### src/rtl/uart_fifo_gen2.sv
// rtl/uart_fifo_gen2.sv - UART datapath FIFO with count, thresholds, sticky errors, flush (FWFT via UART_FIFO_FWFT_EN)
module uart_fifo_gen2 #(
    parameter int addr_width = 5,
    parameter int Data_bits  = 9,
    parameter int AF_LEVEL   = 28,
    parameter int AE_LEVEL   = 4
) (
    input  logic                  clk,
    input  logic                  Reset,
    input  logic                  flush,
    input  logic                  wr,
    input  logic                  rd,
    input  logic [Data_bits-1:0]  w_data,
    input  logic                  err_clr,
    output logic [Data_bits-1:0]  r_data,
    output logic                  full,
    output logic                  empty,
    output logic                  almost_full,
    output logic                  almost_empty,
    output logic [addr_width:0]   count,
    output logic                  overflow,
    output logic                  underflow
);

    localparam int DEPTH = 2 ** addr_width;
    localparam logic [addr_width:0] DEPTH_C = DEPTH[addr_width:0];
    localparam logic [addr_width:0] AF_LV   = AF_LEVEL[addr_width:0];
    localparam logic [addr_width:0] AE_LV   = AE_LEVEL[addr_width:0];

    logic [Data_bits-1:0]  mem [DEPTH];

    logic [addr_width-1:0] w_ptr_q, w_ptr_d;
    logic [addr_width-1:0] r_ptr_q, r_ptr_d;
    logic [addr_width:0]   count_q, count_d;
    logic                  overflow_q, overflow_d;
    logic                  underflow_q, underflow_d;
    logic                  wr_ok, rd_ok;

    // Status flags decode straight from the registered count
    assign full         = (count_q == DEPTH_C);
    assign empty        = (count_q == '0);
    assign almost_full  = (count_q >= AF_LV);
    assign almost_empty = (count_q <= AE_LV);
    assign count        = count_q;
    assign overflow     = overflow_q;
    assign underflow    = underflow_q;

    // Accept decisions, pointer/count updates and sticky error flags
    always_comb begin
        wr_ok       = wr & ~full & ~flush;
        rd_ok       = rd & ~empty & ~flush;
        w_ptr_d     = w_ptr_q;
        r_ptr_d     = r_ptr_q;
        count_d     = count_q;
        overflow_d  = overflow_q;
        underflow_d = underflow_q;

        if (flush) begin
            w_ptr_d = '0;
            r_ptr_d = '0;
            count_d = '0;
        end else begin
            if (wr_ok) w_ptr_d = w_ptr_q + 1'b1;
            if (rd_ok) r_ptr_d = r_ptr_q + 1'b1;
            if (wr_ok && !rd_ok) count_d = count_q + 1'b1;
            if (rd_ok && !wr_ok) count_d = count_q - 1'b1;
        end

        // A new error event wins over a clear in the same cycle; flush masks errors
        if (err_clr) begin
            overflow_d  = 1'b0;
            underflow_d = 1'b0;
        end
        if (!flush && wr && full)  overflow_d  = 1'b1;
        if (!flush && rd && empty) underflow_d = 1'b1;
    end

    // Storage array, intentionally not reset
    always_ff @(posedge clk) begin
        if (wr_ok) mem[w_ptr_q] <= w_data;
    end

    // Control state registers with asynchronous clear
    always_ff @(posedge clk or negedge Reset) begin
        if (!Reset) begin
            w_ptr_q     <= '0;
            r_ptr_q     <= '0;
            count_q     <= '0;
            overflow_q  <= 1'b0;
            underflow_q <= 1'b0;
        end else begin
            w_ptr_q     <= w_ptr_d;
            r_ptr_q     <= r_ptr_d;
            count_q     <= count_d;
            overflow_q  <= overflow_d;
            underflow_q <= underflow_d;
        end
    end

`ifdef UART_FIFO_FWFT_EN
    // Head of queue falls through combinationally; zero while empty
    always_comb begin
        r_data = '0;
        if (!empty) r_data = mem[r_ptr_q];
    end
`else
    logic [Data_bits-1:0] r_data_q, r_data_d;

    // Registered read port: capture head on an accepted read, else hold
    always_comb begin
        r_data_d = r_data_q;
        if (rd_ok) r_data_d = mem[r_ptr_q];
    end

    // Read data register
    always_ff @(posedge clk or negedge Reset) begin
        if (!Reset) r_data_q <= '0;
        else        r_data_q <= r_data_d;
    end

    assign r_data = r_data_q;
`endif

endmodule

### config.mk
export PLATFORM = sky130hd
export DESIGN_NAME = uart_fifo_gen2
export DESIGN_NICKNAME = d
export VERILOG_FILES = /design/src/rtl/uart_fifo_gen2.sv
export SDC_FILE = /design/constraint.sdc
export NUM_CORES = 1
export LEC_CHECK = 0
export ABC_CLOCK_PERIOD_IN_PS = 3000
export BUFFER_PORTS_ARGS = -buffer_cell sky130_fd_sc_hd__buf_2
export CAP_MARGIN = 20
export CORE_ASPECT_RATIO = 0.5
export CORE_MARGIN = 2
export CORE_UTILIZATION = 56
export DETAILED_ROUTE_END_ITERATION = 16
export PLACE_DENSITY_LB_ADDON = 0.25
export SYNTH_ARGS = -nofsm -noshare
export SYNTH_HDL_FRONTEND = slang
export SYNTH_SLANG_ARGS = --single-unit
### constraint.sdc
create_clock -name clk -period 3 [get_ports clk]
set_input_delay 0.9 -clock clk [delete_from_list [all_inputs] [get_ports clk]]
set_output_delay 0.9 -clock clk [all_outputs]
set_load 0.1 [all_outputs]
# Word-level counts from Yosys, hierarchy flattened
# Memories as Yosys holds them, arrays and structs flattened. A register that Yosys moved wholly into a read port is not among the register bits.
# Cells that the tools add are included.
# word_totals
ff_bits	18
mem_bits_rw	288
input_bits	15
output_inout_bits	21
elab_cells	48
mem_count	1
# memory_table
memory	depth	width	read_ports	rd_ports_with_merged_regs	write_ports	line_no	source
mem	32	9	1	1	1	30	logic [Data_bits-1:0] mem [DEPTH];
# op_classes
n_addsub	4
order_cmp	2
eq_ne	1
n_mux	12
bitwise_logic	7
reduce_logical	16
# ops
operator	n
5-bit 2-to-1 mux	4
6-bit 2-to-1 mux	3
5-bit by 1-bit adder with 5-bit output (second input constant)	2
2-bit nonzero test	4
6-bit by 1-bit adder with 6-bit output (second input constant)	1
6-bit == test (second input constant)	1
6-bit by 5-bit greater-or-equal comparator with 1-bit output (second input constant)	1
6-bit by 3-bit <= comparator with 1-bit output (second input constant)	1
1-bit logical AND	6
6-bit logical NOT	1
6-bit by 1-bit subtractor with 6-bit output (second input constant)	1
1-bit 2-to-1 mux	5
1-bit bitwise AND	4
1-bit logical NOT	4
1-bit inverter	3
3-bit nonzero test	1

# Longest topological paths before layout
# logic_depth
word_depth	9
mapped_depth	13
mapped_depth_nobuf	10

# Worst setup path after synthesis
# Ideal clock, no wire load.
# synth_path
path_type	reg-to-output
from	register count_q[1] (netlist: count[1])
to	output port almost_empty
t_arrival_ns	4.282
t_required_ns	2.100
path_slack_ns	-2.182
path_stages_with_launch	4
n_path_buf	1
path_cell_list	dfrtp_1 > buf_6 > o21ai_0 > nor4b_1
# synth_via
elab_chain_cells	1
# synth_lines
element	line_no	source
start, declared	34	logic [addr_width:0] count_q, count_d;
start signal, assigned	94	count_q <= count_d;
6-bit by 3-bit <= comparator with 1-bit output	43	assign almost_empty = (count_q <= AE_LV);
end, declared	19	output logic almost_empty,
# No other way between the ends.

# Final worst setup path
# layout_path
from	register count_q[1] (netlist: count[1])
to	output port empty
# layout_via
elab_chain_cells	1
# layout_lines
element	line_no	source
6-bit logical NOT	41	assign empty = (count_q == '0);
end, declared	17	output logic empty,
# No other way between the ends.

==> results.py <==
metrics = {
    "placement": {
        "globalplace.congestion": 0.853,
        "io_buffers": 35,
        "placed_cell_area_sq_um": 13500,
        "pre_cts_ws_ns": 0.0932,
        "dp_hpwl_um": 16300,
    },
    "sta": {
        "hold_violations": 0,
        "maxSlewViolCount": 0,
        "fin_crit_ns": 3.03,
        "max_freq_mhz": 330,
        "rsz0062_at_grt": "true",
        "setup_viol": 1,
        "finalClockSkew_ns": 0.00823,
        "fin_ws_ns": -0.0258,
        "worst_slew_pin_slew_ns": 0.779,
        "min_period_over_period_pct": 101,
        "slew_headroom_pct": 48.1,
    },
    "setup_path": {
        "crit_fanout": 2,
        "worstSetupPathType": "flip-flop to output pin",
        "arrival_ns": 2.13,
        "crit_required_ns": 2.10,
        "critPathLaunchType": "flip-flop",
        "critPathCaptureType": "output pin",
    },
    "pwr": {
        "power_density_nw_per_um2": 866,
        "peakVddDrop_mv": 0.954,
        "pwr-share-clk_pct": 26.8,
        "pwr-share-comb_pct": 31.8,
        "swShare_pct": 33.8,
        "p_switching_mw": 4.22,
        "power_mw": 12.5,
        "internal_power_mw": 8.26,
        "power.leakage_nw": 4.74,
        "power.share.sequential_pct": 41.4,
    },
    "synth": {
        "synthTopCellsByArea": "edfxtp_1, mux4_2, dfrtp_1, a22oi_1, nor2_1",
        "synth_mux_area_share_pct": 13.3,
        "synthAdderAreaFrac_pct": 0.799,
        "syn_inst": 664,
        "async_flop_share_pct": 8.57,
        "synth_common_cells": "edfxtp_1, mux4_2, nor2_1, a22oi_1, nand2_1",
        "synth_ff_type": "edfxtp_1",
        "synth_edf_count": 288,
        "synth_area_sq_um": 12500,
        "ys_types": 48,
        "yosysWarnings": 0,
        "ys_ff_latch": 315,
        "synth-compound-area-share_pct": 4.80,
        "yosysTopAreaCell": "edfxtp_1",
        "synth_xor_area_share_pct": 0.769,
        "synth_most_common_cell": "edfxtp_1",
        "yosysSeqAreaShare_pct": 74.5,
        "synth_top_family_by_area": "multiplexers",
        "synth_top_area_share_pct": 69.1,
        "synth_nets": 687,
        "yosys.area_share.simple_pct": 4.27,
        "avgSynthCellArea_sq_um": 18.9,
    },
    "route": {
        "postRouteAntennaNets": 0,
        "dr_total_vias": 6519,
        "drc": 0,
        "initialDrtViolationCount": 833,
        "wl_per_cell_um": 25.2,
        "first_pass_iters": 5,
        "totalWireLength_um": 26600,
        "viasPerCell": 6.19,
    },
    "floorplanning": {
        "ios": 36,
        "die_y_um": 110,
        "die-area_sq_um": 23600,
        "rows": 38,
        "initial_core_util_pct": 57.4,
        "coreArea_sq_um": 21800,
        "die_w_um": 215,
    },
    "final_layout": {
        "finalInstanceArea_sq_um": 14400,
        "area_growth_pct": 15.0,
        "antenna_cells": 0,
        "drive_gt1_share_pct": 32.1,
        "layout.nets": 757,
    },
    "cts": {
        "h-tree-depth": 1,
        "cts_buffers": 27,
        "clock-sinks": 315,
        "tritoncts": "yes",
        "insertion_delay_ns": 0.54,
        "root_buffer": "clkbuf_16",
        "cts_buffer_depth": 3,
        "clk_pin_slew_worst_paths_ns": 0.07,
        "hold_buffers": 0,
    },
    "global_routing": {
        "antenna_found_initial": 0,
        "grt_max_degree": 33,
        "track_usage_pct": 23.5,
        "grt_pass1_wl_um": 40300,
        "grt_pass1_vias": 6389,
        "grt-ovfl-total": 0,
    },
    "status": {
        "status": "finished, violations left",
        "violations": "negative setup slack",
    },
    "hold_path": {
        "hp-class": "primary input to async pin",
    },
    "run": {
        "maxCapViolCount": 0,
    },
}
[worst max-delay path: stages, from the launching register on]
cell and delay [ns]:
dfrtp_4 0.47, or4_4 0.50, or3_4 0.37, inv_4 0.08
buf_12 0.16
[layout make-up]
type / instances / area (sq um)
well taps: 300 / 375
inverters: 7 / 28.8
flip-flops and latches: 315 / 9340
fillers: 1419 / 7420
clock buffers: 30 / 687
multi-input cells: 302 / 3240
repair buffers: 81 / 578
clock inverters: 19 / 155
[sequential cells by signal, summed over array words and instances, names as in the netlist]
register,count
underflow,1
overflow,1
r_data,9
mem,288
r_ptr_q,5
count,6
w_ptr_q,5
[final timing paths]
| kind | start | endpoint | slack (ns) | depth (start not counted) |
|---|---|---|---|---|
| worst max-delay path | count[1] | empty | -0.03 | 4 |
| worst min-delay path | Reset | count[5] | 0.37 | 1 |
| worst max register to register | count[1] | count[4] | 0.17 | 11 |
| worst min register to register | r_data[6] | r_data[6] | 0.47 | 2 |
| max in group asynchronous | Reset | r_ptr_q[0] | 2.14 | 1 |
| min in group clk | r_data[6] | r_data[6] | 0.47 | 2 |
[layout by cell type, fill, tap and decap left out, types with 2 or more instances in the layout]
master / instances
nor3_1: 5
nand2_4: 4
bufinv_16: 2
clkinv_1: 10
o21ai_0: 13
mux4_2: 72
nor2_4: 13
nor2b_1: 3
mux2i_1: 3
o211ai_1: 3
a22oi_1: 36
buf_2: 32
buf_12: 4
nand3b_1: 3
xor2_1: 9
clkbuf_1: 3
or3_1: 3
buf_4: 44
nor2_2: 15
edfxtp_1: 288
nand3_1: 7
nand4_1: 4
o21a_1: 2
nand2_1: 27
inv_1: 6
and2_1: 4
clkinv_2: 3
dfrtp_4: 2
clkbuf_16: 27
ha_1: 6
a21oi_1: 20
dfrtp_1: 21
nor2_1: 23
clkinvlp_4: 3
dfrtp_2: 4
xnor2_1: 2
o31a_1: 2
[logic make-up after synthesis]
group | Yosys count
AOI/OAI and AO/OA | 88
adders and majority gates | 8
DFF | 315
and+or+nand+nor | 119
xor gates and xnor gates | 11
buffers and inverters | 47
muxes | 76
[what timing repair did]
item                       4_1_cts  5_1_grt
setup endpoints to repair        2        5
resized for setup                3        2
buffers inserted                 4        1
hold endpoints to repair         0        0
pin swaps                        3        2
[power groups by stage]
stage | sequential, mW | clock, mW | combinational (mW)
floorplan | 5.85 | 0 | 2.24
global placement | 5.26 | 0 | 3.74
detailed placement | 5.27 | 0 | 3.77
CTS | 5.17 | 3.40 | 3.92
global route | 5.19 | 3.58 | 4.18
finish | 5.16 | 3.35 | 3.97
[per-stage QoR]
stage | hold WS, ns | TNS [ns] | cells | utilization [%]
floorplan | 0.558 | -18.00 | 664 | -
CTS | 0.395 | -0.105 | 1053 | 65.9
global placement | 0.462 | 0 | 1000 | 61.9
finish | 0.374 | -0.0258 | 1054 | 66.0
global route | 0.415 | -0.141 | 1054 | 66.0
detailed placement | 0.465 | 0 | 1000 | 61.9
[routing by layer]
layer / global-route usage [%] / vias up / wire length (um)
met2: 35.7 / 279 / 12300
met5: 0 / - / 0
met4: 5.47 / 0 / 499
met1: 36.7 / 3387 / 11800
li1: - / 2820 / -
met3: 3.62 / 33 / 2010
No activity file was read; power rests on OpenSTA's default activity.
